<file path="config.mk">
export PLATFORM = sky130hd
export DESIGN_NAME = hazard_control_unit
export DESIGN_NICKNAME = d
export VERILOG_FILES = /design/src/rtl/control_types.sv /design/src/rtl/hazard_scoreboard.sv /design/src/rtl/hazard_control_unit.sv
export SDC_FILE = /design/constraint.sdc
export NUM_CORES = 1
export LEC_CHECK = 0
export ABC_AREA = 1
export BUFFER_PORTS_ARGS = -buffer_cell sky130_fd_sc_hd__buf_4
export CELL_PAD_IN_SITES_DETAIL_PLACEMENT = 2
export CELL_PAD_IN_SITES_GLOBAL_PLACEMENT = 2
export CORE_MARGIN = 4
export CORE_UTILIZATION = 25
export DETAILED_ROUTE_END_ITERATION = 16
export MAX_ROUTING_LAYER = met4
export PLACE_DENSITY_LB_ADDON = 0.1
export SLEW_MARGIN = 25
export SYNTH_ARGS = -nofsm -noshare
export SYNTH_HDL_FRONTEND = slang
export SYNTH_SLANG_ARGS = --single-unit
</file>
<file path="constraint.sdc">
create_clock -name clk -period 2.2 [get_ports clk]
set_input_delay 0.44 -clock clk [delete_from_list [all_inputs] [get_ports clk]]
set_output_delay 0.44 -clock clk [all_outputs]
set_load 0.05 [all_outputs]
</file>
<file path="src/rtl/control_types.sv">
// Shared pipeline control types: forwarding select encoding and the x0 index.
package control_types;

  typedef enum logic [1:0] {
    FWD_SRC_ID  = 2'd0,
    FWD_SRC_MEM = 2'd1,
    FWD_SRC_WB  = 2'd2
  } forwarding_src_t;

  localparam int unsigned REG_X0 = 0;

endpackage

</file>
<file path="src/rtl/hazard_scoreboard.sv">
// Per-register pending bits for long-latency writebacks; set beats clear on the same index.
module hazard_scoreboard
  import control_types::*;
#(
  parameter int unsigned REG_IDX_W = 5,
  parameter int unsigned NUM_REGS  = 32
) (
  input  logic                 clk,
  input  logic                 rst,
  input  logic                 set,
  input  logic [REG_IDX_W-1:0] set_idx,
  input  logic                 clr,
  input  logic [REG_IDX_W-1:0] clr_idx,
  output logic [NUM_REGS-1:0]  pending
);

  logic [NUM_REGS-1:0] pending_q;
  logic [NUM_REGS-1:0] pending_d;

  always_comb begin
    pending_d = pending_q;
    if (clr) pending_d[clr_idx] = 1'b0;
    // x0 is hardwired, so it can never own an outstanding write
    if (set && (set_idx != REG_IDX_W'(REG_X0))) pending_d[set_idx] = 1'b1;
  end

  always_ff @(posedge clk or posedge rst) begin
    if (rst) pending_q <= '0;
    else     pending_q <= pending_d;
  end

  assign pending = pending_q;

endmodule

</file>
<file path="src/rtl/hazard_control_unit.sv">
// Forwarding, load-use / scoreboard stall and branch flush control for the 5-stage pipeline.
// Optional perf counters are built when HAZARD_PERF_CNT_EN is defined.
module hazard_control_unit
  import control_types::*;
#(
  parameter int unsigned NUM_SRC   = 2,
  parameter int unsigned REG_IDX_W = 5,
  parameter int unsigned NUM_REGS  = 32,
  parameter int unsigned CNT_W     = 32
) (
  input  logic                                clk,
  input  logic                                rst,
  input  logic [NUM_SRC-1:0][REG_IDX_W-1:0]   ex_src_idx,
  output forwarding_src_t [NUM_SRC-1:0]       ex_src_fwd_ctrl,
  input  logic [NUM_SRC-1:0][REG_IDX_W-1:0]   id_src_idx,
  input  logic [NUM_SRC-1:0]                  id_src_used,
  input  logic [REG_IDX_W-1:0]                id_reg_wr_idx,
  input  logic                                id_reg_wr_en,
  input  logic [REG_IDX_W-1:0]                ex_reg_wr_idx,
  input  logic                                ex_reg_wr_en,
  input  logic                                ex_is_load,
  input  logic [REG_IDX_W-1:0]                mem_reg_wr_idx,
  input  logic                                mem_reg_wr_en,
  input  logic [REG_IDX_W-1:0]                wb_reg_wr_idx,
  input  logic                                wb_reg_wr_en,
  input  logic                                lat_issue,
  input  logic [REG_IDX_W-1:0]                lat_issue_idx,
  input  logic                                lat_done,
  input  logic [REG_IDX_W-1:0]                lat_done_idx,
  input  logic                                ex_branch_taken,
  output logic                                stall_if,
  output logic                                stall_id,
  output logic                                flush_id,
  output logic                                bubble_ex,
  output logic [NUM_REGS-1:0]                 sb_pending
`ifdef HAZARD_PERF_CNT_EN
  ,
  output logic [CNT_W-1:0]                    load_use_stall_cnt,
  output logic [CNT_W-1:0]                    sb_stall_cnt,
  output logic [CNT_W-1:0]                    flush_cnt
`endif
);

  localparam logic [REG_IDX_W-1:0] X0 = REG_IDX_W'(REG_X0);

  logic load_hz;
  logic sb_hz;
  logic hz;
  logic issue_ok;

  always_comb begin
    for (int i = 0; i < NUM_SRC; i++) begin
      ex_src_fwd_ctrl[i] = FWD_SRC_ID;
      // MEM is checked last so it overrides an older WB match
      if (wb_reg_wr_en && (wb_reg_wr_idx != X0) && (wb_reg_wr_idx == ex_src_idx[i]))
        ex_src_fwd_ctrl[i] = FWD_SRC_WB;
      if (mem_reg_wr_en && (mem_reg_wr_idx != X0) && (mem_reg_wr_idx == ex_src_idx[i]))
        ex_src_fwd_ctrl[i] = FWD_SRC_MEM;
    end
  end

  always_comb begin
    load_hz = 1'b0;
    sb_hz   = id_reg_wr_en && sb_pending[id_reg_wr_idx];
    for (int i = 0; i < NUM_SRC; i++) begin
      if (id_src_used[i] && (id_src_idx[i] == ex_reg_wr_idx)) load_hz = 1'b1;
      if (id_src_used[i] && sb_pending[id_src_idx[i]])        sb_hz   = 1'b1;
    end
    load_hz = load_hz && ex_is_load && ex_reg_wr_en && (ex_reg_wr_idx != X0);
    hz      = load_hz || sb_hz;
  end

  always_comb begin
    stall_if  = hz;
    stall_id  = hz;
    bubble_ex = hz;
    flush_id  = 1'b0;
    if (ex_branch_taken) begin
      stall_if  = 1'b0;
      stall_id  = 1'b0;
      bubble_ex = 1'b1;
      flush_id  = 1'b1;
    end
  end

  assign issue_ok = lat_issue && !stall_id && !ex_branch_taken;

  hazard_scoreboard #(
    .REG_IDX_W (REG_IDX_W),
    .NUM_REGS  (NUM_REGS)
  ) u_scoreboard (
    .clk     (clk),
    .rst     (rst),
    .set     (issue_ok),
    .set_idx (lat_issue_idx),
    .clr     (lat_done),
    .clr_idx (lat_done_idx),
    .pending (sb_pending)
  );

`ifdef HAZARD_PERF_CNT_EN
  logic [CNT_W-1:0] lu_cnt_q, lu_cnt_d;
  logic [CNT_W-1:0] sb_cnt_q, sb_cnt_d;
  logic [CNT_W-1:0] fl_cnt_q, fl_cnt_d;

  // Saturating: a counter parked at all-ones stays there
  always_comb begin
    lu_cnt_d = lu_cnt_q;
    sb_cnt_d = sb_cnt_q;
    fl_cnt_d = fl_cnt_q;
    if (load_hz && !ex_branch_taken && (lu_cnt_q != '1))
      lu_cnt_d = lu_cnt_q + CNT_W'(1);
    if (sb_hz && !load_hz && !ex_branch_taken && (sb_cnt_q != '1))
      sb_cnt_d = sb_cnt_q + CNT_W'(1);
    if (ex_branch_taken && (fl_cnt_q != '1))
      fl_cnt_d = fl_cnt_q + CNT_W'(1);
  end

  always_ff @(posedge clk or posedge rst) begin
    if (rst) begin
      lu_cnt_q <= '0;
      sb_cnt_q <= '0;
      fl_cnt_q <= '0;
    end else begin
      lu_cnt_q <= lu_cnt_d;
      sb_cnt_q <= sb_cnt_d;
      fl_cnt_q <= fl_cnt_d;
    end
  end

  assign load_use_stall_cnt = lu_cnt_q;
  assign sb_stall_cnt       = sb_cnt_q;
  assign flush_cnt          = fl_cnt_q;
`else
  logic unused_cnt_w;
  assign unused_cnt_w = (CNT_W > 0);
`endif

endmodule

</file>
======== After elaboration in Yosys (flattened, before gate mapping) ========
Index checks and enable logic that the tools add are counted.
word-level totals
  bits in registers ....................... 32
  output and inout port bits .............. 40
  logic and storage cells ................. 66
cells by class
  magnitude comparators ................... 7
  equal/unequal tests ..................... 6
  mux-type cells .......................... 23
  bitwise operators ....................... 3
  reduce and logical (&&, ||, !) cells .... 26
operators with widths
  operator              count
  $mux W32              2
  $and A32 B32 Y32      1
  $not A32 Y32          1
  $or A32 B32 Y32       1
  $eq A5 B5 Y1          6
  $lt A5 B6 Y1 const B  5
  $reduce_bool A5 Y1    4
  $logic_and A1 B1 Y1   19
  $bmux W1 S5           3
  $mux W1               12
  $demux W1 S5          2
  $ge A5 B1 Y1 const B  2
  $mux W2               4
  $logic_not A1 Y1      2
  $logic_or A1 B1 Y1    1

======== Depth between registers and ports, before layout ========
  depth in word-level cells ............... 14
  gate-level depth with buffers ........... 15
  gate-level depth less buffers ........... 12

======== Hierarchy ========
From an unflattened synthesis, not the netlist that was laid out.
second synthesis, totals
  cells, all modules ...................... 473
  area, all modules ....................... 2904.0 µm²
by module, submodules not included
  module               instances  cells an instance  area each (µm²)  seq. area each (µm²)
  hazard_control_unit  1          303                1472.7           0.0
  hazard_scoreboard    1          170                1431.4           800.8

======== Worst setup path after synthesis ========
OpenSTA, ideal clock, no wires.
  path kind ............................... input to output
  start point ............................. input port mem_reg_wr_idx[0]
  end point ............................... output port ex_src_fwd_ctrl[1] (netlist name)
  arrival ................................. 2.895 ns
  setup slack ............................. -1.135 ns
  stages .................................. 4
  buffers on the path ..................... 0
  path through ............................ xnor2_1 > nand3_1 > nor4_1 > nor2_1
RTL lines
  element             RTL line                   text
  start: declaration  hazard_control_unit.sv:22  input logic [REG_IDX_W-1:0] mem_reg_wr_idx,
  end: declaration    hazard_control_unit.sv:14  output forwarding_src_t [NUM_SRC-1:0] ex_src_fwd_ctrl,

======== Final worst setup path ========
  start point ............................. register u_scoreboard.pending_q[10] (netlist: u_scoreboard.pending[10])
  end point ............................... output port bubble_ex
between the ends
  longest elaborated chain between the ends .. 7
  elaborated cells on any way between the ends .. 13
RTL lines
  element                                        RTL line                                              text
  start: declaration                             hazard_scoreboard.sv:17                               logic [NUM_REGS-1:0] pending_q;
  start signal: assignment                       hazard_scoreboard.sv:29                               else pending_q <= pending_d;
  $bmux W1 S5, on equally long branches          hazard_control_unit.sv:64, hazard_control_unit.sv:67
  $mux W1, on equally long branches              hazard_control_unit.sv:64, hazard_control_unit.sv:67
  $logic_and A1 B1 Y1, on equally long branches  hazard_control_unit.sv:64, hazard_control_unit.sv:67
  $mux W1                                        hazard_control_unit.sv:67                             if (id_src_used[i] && sb_pending[id_src_idx[i]]) sb_hz = 1'b1;
  $mux W1 *                                      hazard_control_unit.sv:67
  $logic_or A1 B1 Y1 *                           hazard_control_unit.sv:70                             hz = load_hz || sb_hz;
  $mux W1 *                                      hazard_control_unit.sv:78                             if (ex_branch_taken) begin
  end: declaration                               hazard_control_unit.sv:34                             output logic bubble_ex,
Every way passes the cells marked *; elsewhere a longest branch is shown, timed or not. The select of a mux whose other input is x is not followed.

==> PnR_summary.wiki <==
{| class="wikitable"
! Metric !! Value
|-
| Status || complete, but fails checks
|-
| Violated checks || setup timing
|-
| Least-Margin Pin Slew || 0.947 ns
|-
| List of cells traversed by the critical path || buf_6, nand2_4, nand3_2, nand3_2, nand2_1, nand2_1, nand3_2, nand3_2, nand2_2, nor2_4, nand2_2, buf_8
|-
| DIE HEIGHT || 119 um
|-
| DPL Wire Length || 11800 um
|-
| CTS tree || done
|-
| Seq cells post-synth || 32
|-
| Number of placed I/O pins || 102
|-
| CP most frequent cell || nand3_2
|-
| Vias || 4009
|-
| Fraction of post-synthesis cell area in the top cell type by area || 25.8%
|-
| Cell types with the highest counts after synthesis || 161 x nand2_1, 102 x nand3_1, 36 x nor2_1
|-
| Most common flop cell mapped by yosys || dfrtp_1
|-
| Dominant cell by count in the synthesized netlist || nand2_1
|-
| Min Clock Period, post-route || 2.28 ns
|-
| Placeable core region || 0.0121 mm2
|-
| Clock sinks || 32
|-
| Final cell count without fillers || 778
|-
| Max VDD drop || 0.400 mV
|-
| Largest net degree at the start of global routing || 33
|-
| LEAKAGE || 2.10 nW
|-
| Worst path bufs/invs || 2
|-
| Maximum fanout encountered on the critical timing path || 4
|-
| CP max stage delay || 0.44 ns
|-
| Congestion Overflow GR || 0
|-
| Number of antenna violations at the first check in global routing || 0
|-
| Worst Clk Skew || 0.00421 ns
|-
| Setup Viol. Count Final || 3
|-
| Async set-reset flop share out of synthesis || 100%
|-
| Mapped Avg Cell Area || 6.18 um2
|-
| Placed insts || 762
|-
| Relative max-transition margin || 36.8%
|-
| Cells taking the most area after synthesis || dfrtp_1 26%, nand2_1 19%, nand3_1 16%, nand4_1 6.9%, o21ai_0 5.6%
|-
| Slowest cell on the critical path || dfrtp_2
|-
| FP Rows || 40
|-
| Cell type contributing the most total cell area after synthesis || dfrtp_1
|-
| Worst hold slack after final layout || 0.260 ns
|-
| Slack of the worst reg-to-reg path || 0.16 ns
|-
| Cells on worst reg2reg path || 13
|-
| Number of port buffers || 101
|-
| Die area || 0.0143 mm2
|-
| Vias in the first global route || 4378
|-
| Post-route clock period utilization || 104%
|-
| Max Fclk || 439 MHz
|-
| CP arrival || 1.84 ns
|-
| Path category of the worst min-delay check || input pin to asynchronous set/reset pin
|-
| Global-route wire length before repair || 24200 um
|-
| PnR worst setup slack || -0.0789 ns
|-
| Startpoint type of the worst setup path || flip-flop
|-
| DRC violation count after routing || 0
|-
| Clock latency reported for the late side of the worst-skew pair || 0.28 ns
|-
| Final layout net count || 671
|-
| Netlist area before placement || 0.00310 mm2
|-
| Launching point of the worst reg2reg path || u_scoreboard.pending[10]
|-
| Share of post-route cells with drive strength above 1 || 29.7%
|-
| X dimension of the die || 119 um
|-
| Sequential share of the synthesized area || 25.8%
|-
| Largest delay share family, worst path || simple AND/OR/NAND/NOR gates
|-
| Clk Tree Root Cell || clkbuf_16
|-
| Wire length after detailed routing || 14900 um
|-
| Yosys warnings || 0
|-
| Avg Vias per Cell || 5.15
|-
| End of the worst register-to-register path || u_scoreboard.pending[8]
|-
| Remaining antenna violation count || 0
|-
| DRT iter0 DRCs || 98
|-
| Startpoint-to-endpoint class of the critical path || flip-flop to primary output
|-
| Clock slew at the register clock pins of the worst setup and hold paths || 0.05 ns
|-
| Count of distinct cell types in the synthesized netlist || 27
|-
| Gate count after technology mapping || 502
|-
| RSZ-0062 raised after global routing || true
|-
| Hold Violations, Final || 0
|-
| Clock Tree Buf Depth || 2
|-
| Drt pass-1 iters || 4
|-
| Post-placement setup slack || -0.224 ns
|-
| Total nets after synthesis || 564
|-
| Global-route usage over all layers || 21.6%
|-
| WP data required || 1.76 ns
|-
| Fin. max-slew vios || 0
|-
| Area grow syn2layout || 41.6%
|-
| Core utilization of the finished layout || 36.4%
|-
| Routability cong. || 0.861
|-
| Total power density per cell area || 628 mW/mm2
|-
| Number of buffers created by CTS || 5
|-
| Count of inserted antenna diode cells || 0
|-
| Kind of end point of the critical path || primary output
|-
| Effective utilization at floorplan || 25.7%
|-
| EDFF count, synth || 0
|-
| H-tree depth reported by CTS || 2
|-
| Largest register FFs || 32
|-
| Summed negative setup slack over all endpoints || -0.214 ns
|-
| Average wire per standard cell || 19.1 um
|-
| Reported max-cap violation count || 0
|}
## logic make-up after synthesis
| kind of cell | share of synthesized area, % |
|---|---|
| simple gates | 50.3 |
| buf+inv | 10.0 |
| xor+xnor | 6.49 |
| compound gates | 7.42 |
| flops | 25.8 |
## cells in the final DEF (no fill, tap or decap), types with 3 or more instances in the layout
master       n
a21oi_1      3
buf_4      115
buf_6        3
buf_8        3
clkbuf_16    5
dfrtp_1      7
dfrtp_2     25
inv_1       27
inv_2        3
nand2_1    157
nand2_2      5
nand3_1     96
nand3_2      8
nand4_1     34
nor2_1      33
nor2_4       3
nor3_1       4
o21ai_0     34
o22ai_1      3
xnor2_1     12
xor2_1      11
## routing by layer
metal	global-route usage, %	up-vias	part of all wire (%)
met3	2.33	16	3.6
met2	36.7	93	49
met5	-	-	0
met4	5.30	0	1.4
met1	27.6	1993	46
li1	-	1907	-
## through the flow
step / total power [mW] / area, um2
2_1_floorplan: 1.52 / 3180
3_3_place_gp: 1.97 / 4080
3_5_place_dp: 1.99 / 4080
4_1_cts: 2.78 / 4380
5_1_grt: 2.91 / 4390
6_report: 2.76 / 4390
## what timing repair did
item | CTS | global route
setup endpoints to repair | 3 | 3
setup buffers | 8 | 0
hold buffers | 0 | 0
pin swaps | 11 | 6
resized for setup | 40 | 5
## worst max-delay path by stage
stage          cells after the start  slack, ns                startpoint                 endpoint
5_1_grt                           12      -0.19  u_scoreboard.pending[10]                bubble_ex
2_1_floorplan                     15      -0.18          id_reg_wr_idx[0]                 stall_if
3_5_place_dp                      14      -0.22          id_reg_wr_idx[0]  u_scoreboard.pending[8]
3_3_place_gp                      13      -0.20          id_reg_wr_idx[0]                bubble_ex
6_report                          12      -0.08  u_scoreboard.pending[10]                bubble_ex
4_1_cts                           11      -0.09   u_scoreboard.pending[5]                bubble_ex
## report_power, final
part	switching, mW	internal [mW]	total [mW]
Clock	0.256	0.451	0.707
Sequential	0.164	0.684	0.848
Combinational	0.786	0.418	1.20
Total	1.21	1.55	2.76
## tightest hold or removal path, stage by stage
cell   delay (ns)
buf_4        0.11
inv_1        0.04
buf_4        0.38
## area by class of cell
class | instances | area (um2)
Clock buffer | 8 | 146
Fill cell | 1480 | 7670
Inverter | 33 | 139
Multi-Input combinational cell | 414 | 2080
Sequential cell | 32 | 832
Tap cell | 168 | 210
Timing Repair Buffer | 123 | 982
(Power assumes the default switching activity.)
